===== config.mk =====
export PLATFORM = sky130hd
export DESIGN_NAME = reg_write_arbiter
export DESIGN_NICKNAME = d
export VERILOG_FILES = /design/src/rtl/reg_write_arbiter.sv
export SDC_FILE = /design/constraint.sdc
export NUM_CORES = 1
export LEC_CHECK = 0
export CORE_UTILIZATION = 40
export CTS_BUF_LIST = sky130_fd_sc_hd__clkbuf_4 sky130_fd_sc_hd__clkbuf_8 sky130_fd_sc_hd__clkbuf_16
export DETAILED_ROUTE_END_ITERATION = 7
export PLACE_DENSITY = 0.86
export SKIP_CTS_REPAIR_TIMING = 1
export SYNTH_ARGS = -nofsm -noshare
export SYNTH_HDL_FRONTEND = slang
export SYNTH_SLANG_ARGS = --single-unit

===== constraint.sdc =====
create_clock -name CLK -period 3.61 [get_ports CLK]
set_input_delay 0.361 -clock CLK [delete_from_list [all_inputs] [get_ports CLK]]
set_output_delay 0.361 -clock CLK [all_outputs]
set_load 0.1 [all_outputs]

===== src/rtl/reg_write_arbiter.sv =====
// reg_write_arbiter: two requesters share one write port (Ce one-hot + Din) into a 4-register bank.
// Latency: capture edge -> Ce/Din valid one cycle -> gnt one cycle -> idle; one write per 3 cycles.
// Backpressure: requesters hold req/addr/data until captured; requests are ignored while busy.
// Build option: REG_ARB_FIXED_PRIO_EN gives every tie to A and removes the last-winner register.
module reg_write_arbiter #(
   parameter int DW = 4
) (
   input  logic          CLK,
   input  logic          RST,
   input  logic          req_a,
   input  logic [1:0]    addr_a,
   input  logic [DW-1:0] data_a,
   input  logic          req_b,
   input  logic [1:0]    addr_b,
   input  logic [DW-1:0] data_b,
   output logic [3:0]    Ce,
   output logic [DW-1:0] Din,
   output logic          gnt_a,
   output logic          gnt_b,
   output logic          busy
);

   typedef enum logic [1:0] {IDLE, WRITE, ACK} state_t;

   state_t          state, state_nx;
   logic [3:0]      ce_nx;
   logic [DW-1:0]   din_nx;
   logic            gnt_a_nx, gnt_b_nx;
   logic            win_b, win_b_nx;
   logic            pick_b;
   logic [1:0]      sel_addr;

`ifdef REG_ARB_FIXED_PRIO_EN
   // Ties always go to A; B wins only when it requests alone.
   always_comb begin
      pick_b = req_b && !req_a;
   end
`else
   logic last_b;

   // Ties go to whichever requester was not granted most recently.
   always_comb begin
      pick_b = req_b && (!req_a || !last_b);
   end

   // Remember the most recent winner; only a capture in IDLE updates it.
   always_ff @(posedge CLK or negedge RST) begin
      if (!RST) begin
         last_b <= 1'b1;
      end else if (state == IDLE && (req_a || req_b)) begin
         last_b <= pick_b;
      end
   end
`endif

   // Next-state and next-output logic; outputs are loaded into registers one edge ahead.
   always_comb begin
      state_nx = state;
      ce_nx    = 4'b0000;
      din_nx   = Din;
      gnt_a_nx = 1'b0;
      gnt_b_nx = 1'b0;
      win_b_nx = win_b;
      sel_addr = pick_b ? addr_b : addr_a;
      case (state)
         IDLE: begin
            if (req_a || req_b) begin
               state_nx = WRITE;
               win_b_nx = pick_b;
               ce_nx    = 4'b0001 << sel_addr;
               din_nx   = pick_b ? data_b : data_a;
            end
         end
         WRITE: begin
            state_nx = ACK;
            gnt_a_nx = !win_b;
            gnt_b_nx = win_b;
         end
         ACK: begin
            state_nx = IDLE;
         end
         default: begin
            state_nx = IDLE;
         end
      endcase
   end

   // State and registered outputs; reset clears them immediately, aborting any write.
   always_ff @(posedge CLK or negedge RST) begin
      if (!RST) begin
         state <= IDLE;
         Ce    <= 4'b0000;
         Din   <= '0;
         gnt_a <= 1'b0;
         gnt_b <= 1'b0;
         busy  <= 1'b0;
         win_b <= 1'b0;
      end else begin
         state <= state_nx;
         Ce    <= ce_nx;
         Din   <= din_nx;
         gnt_a <= gnt_a_nx;
         gnt_b <= gnt_b_nx;
         busy  <= (state_nx != IDLE);
         win_b <= win_b_nx;
      end
   end

endmodule


==> run_results.csv <==
group,metric,value,unit
run_status,status,"completed",
logic_synthesis,syn_area,664.4,um2
worst_setup_path,crit_path_max_incr_delay,1.13,ns
pwr,total_leakage_power,0.0003994,uW
detailed_routing,wirelength,1265,um
pwr,ir_drop,0.3817,mV
sta,worstMarginPinSlew,0.9643,ns
cells_and_area,syn_to_final_growth,44.26,%
floorplanning,die_x,42.76,um
sta,finalClockSkew,0.005613,ns
placed_design,post_dp_cell_area,928.4,um2
global_route,grt_pass1_wl,2083,um
clocking,cts_tree,"done",
worst_setup_path,crit_fanout,2,
sta,rsz0062_at_grt,"no",
worst_setup_path,worst-path-buf-inv,1,
sta,hold_viol,0,
detailed_routing,num_vias,544,
floorplanning,fp.coreArea,1524,um2
clocking,cts_sinks,15,
worst_setup_path,cp_data_required_time,3.25,ns
worst_setup_path,slowest_stage,"clkdlybuf4s50_1",
placed_design,post-dp-hpwl,942.7,um
clocking,clockBufferDepth,2,
cells_and_area,fillers,135,
logic_synthesis,ys_types,21,
sta,period_share,0.5905,
floorplanning,die_area,1828,um2
cells_and_area,antenna_cells,0,
detailed_routing,drt_first_pass_iters,4,
pwr,power-per-cell-area,1012,nW/um2
detailed_routing,vias_per_cell,5.333,
floorplanning,start_util,0.4360,
clocking,path_clk_slew,0.09,ns
floorplanning,num_rows,14,
worst_setup_path,worstPathCellList,"clkdlybuf4s50_1",
sta,setup_violations,0,
placed_design,io_buffers,26,
clocking,insertion_delay,0.28,ns
sta,slew_violations,0,
logic_synthesis,ys_seq_area_frac,0.5669,
cells_and_area,nets,103,
sta,hold_ws,0.4525,ns
sta,fmax,0.4691,GHz
placed_design,gp_congestion,0.7452,
floorplanning,die_h,42.76,um
cells_and_area,drive_gt1_frac,0.1395,
sta,tns,0,ns
worst_setup_path,cp-end-kind,"output port",
worst_setup_path,cp_top_family,"buffers and inverters",
clocking,cts-root-buf,"clkbuf_4",
cells_and_area,final_area,958.4,um2
cells_and_area,seq_area,376.6,um2
logic_synthesis,avgSynthCellArea,11.45,um2
logic_synthesis,yosys_warnings,0,
global_route,grt_remaining_overflow,0,
floorplanning,io_pins,27,
detailed_routing,drt-wirelength-per-cell,12.40,um
detailed_routing,drc_errors,0,
global_route,grtUsageTotal,0.1579,
global_route,grt_max_degree,16,
cells_and_area,multi_input_comb_area,262.8,um2
sta,period_needed,2.132,ns
logic_synthesis,syn_nets,74,
worst_setup_path,worstPathArrival,1.77,ns
clocking,numCtsBuffers,3,
job,maxCapViolCount,0,
detailed_routing,drt_iter0_drc,11,
worst_setup_path,crit_path_start_kind,"flip-flop",
logic_synthesis,syn-instance-count,58,
global_route,grt_pass1_vias,471,
sta,slew_headroom,0.3551,
logic_synthesis,synth_seq_cells,15,
detailed_routing,ant_nets,0,
clocking,h-tree-depth,1,
min_path,hp-class,"reg -> reg",
worst_setup_path,worstSetupPathType,"reg -> out",
global_route,antenna_found_initial,0,
## routing by layer
layer | share of wire | wire (um) | up-vias | global-route usage
met5 | 0 | 0 | - | 0
met4 | 0.032 | 40 | 0 | 0.1125
met3 | 0.056 | 71 | 5 | 0.03830
met2 | 0.48 | 607 | 23 | 0.2455
met1 | 0.43 | 545 | 257 | 0.1885
li1 | - | - | 259 | -
## power breakdown
group	internal, uW	switching [uW]
clock network	50.5	51.9
registers	237	37.3
logic	161	432
total	449	521
## synth_stat cells, drive strengths merged
library cell,n,area share
nand3b,4,0.045
nor3,2,0.015
or2,1,0.0094
a21oi,7,0.053
nand2,9,0.075
nor2,3,0.028
inv,1,0.013
dfrtp,14,0.53
buf,2,0.024
nand3,2,0.015
and2,1,0.0094
a21boi,1,0.017
a21bo,1,0.015
dfstp,1,0.040
o21a,1,0.011
mux2,2,0.045
a31oi,4,0.038
nor2b,2,0.019
## final cells by class
cell class | count | share of cell area
timing repair buffer | 26 | 0.2715
clock buffer | 4 | 0.03133
sequential | 15 | 0.3930
tap | 16 | 0.02089
inverter | 1 | 0.009138
multi-input combinational | 40 | 0.2742
## through the flow
step,worst slack (ns),util,total power (uW),cells
2_1_floorplan,2.351,-,738.2,58
3_3_place_gp,1.794,0.6092,865.8,98
3_5_place_dp,1.781,0.6092,874.1,98
4_1_cts,1.466,0.6289,978.1,102
5_1_grt,1.427,0.6289,1012,102
6_report,1.478,0.6289,970.1,102
## state kept, by name (all words and copies together), names as in the netlist
signal  cells
Ce          4
Din         4
state       2
busy        1
gnt_a       1
gnt_b       1
last_b      1
win_b       1
## cell families after synthesis
| kind of cell | after synthesis | share of synthesized area |
|---|---|---|
| compound gates | 14 | 0.1337 |
| simple gates | 24 | 0.2166 |
| buf+inv | 3 | 0.03766 |
| flops | 15 | 0.5669 |
| mux | 2 | 0.04520 |
## worst paths after layout
kind | startpoint | to | slack, ns | depth (start not counted)
setup / recovery | Din[2]$_DFFE_PN0P_ | Din[2] | 1.48 | 1
hold / removal | win_b$_DFFE_PN0P_ | gnt_a$_DFF_PN0_ | 0.45 | 1
setup reg to reg | state[1]$_DFF_PN0_ | win_b$_DFFE_PN0P_ | 2.34 | 4
hold reg to reg | win_b$_DFFE_PN0P_ | gnt_a$_DFF_PN0_ | 0.45 | 1
max in group asynchronous | RST | gnt_a$_DFF_PN0_ | 2.72 | 1
min in group asynchronous | RST | Din[0]$_DFFE_PN0P_ | 0.47 | 1
## cell usage in the layout (no fill, tap or decap), drive strengths merged, types with 2 or more instances in the layout
| master | netlist | final |
|---|---|---|
| dfrtp | 14 | 14 |
| a31oi | 4 | 4 |
| nand3 | 2 | 2 |
| mux2 | 2 | 2 |
| nor2 | 3 | 3 |
| nor3 | 2 | 2 |
| clkbuf | 0 | 4 |
| nand2 | 9 | 9 |
| nor2b | 2 | 2 |
| a21oi | 7 | 7 |
| nand3b | 4 | 4 |
| clkdlybuf4s50 | 0 | 26 |
(Power assumes the default switching activity.)
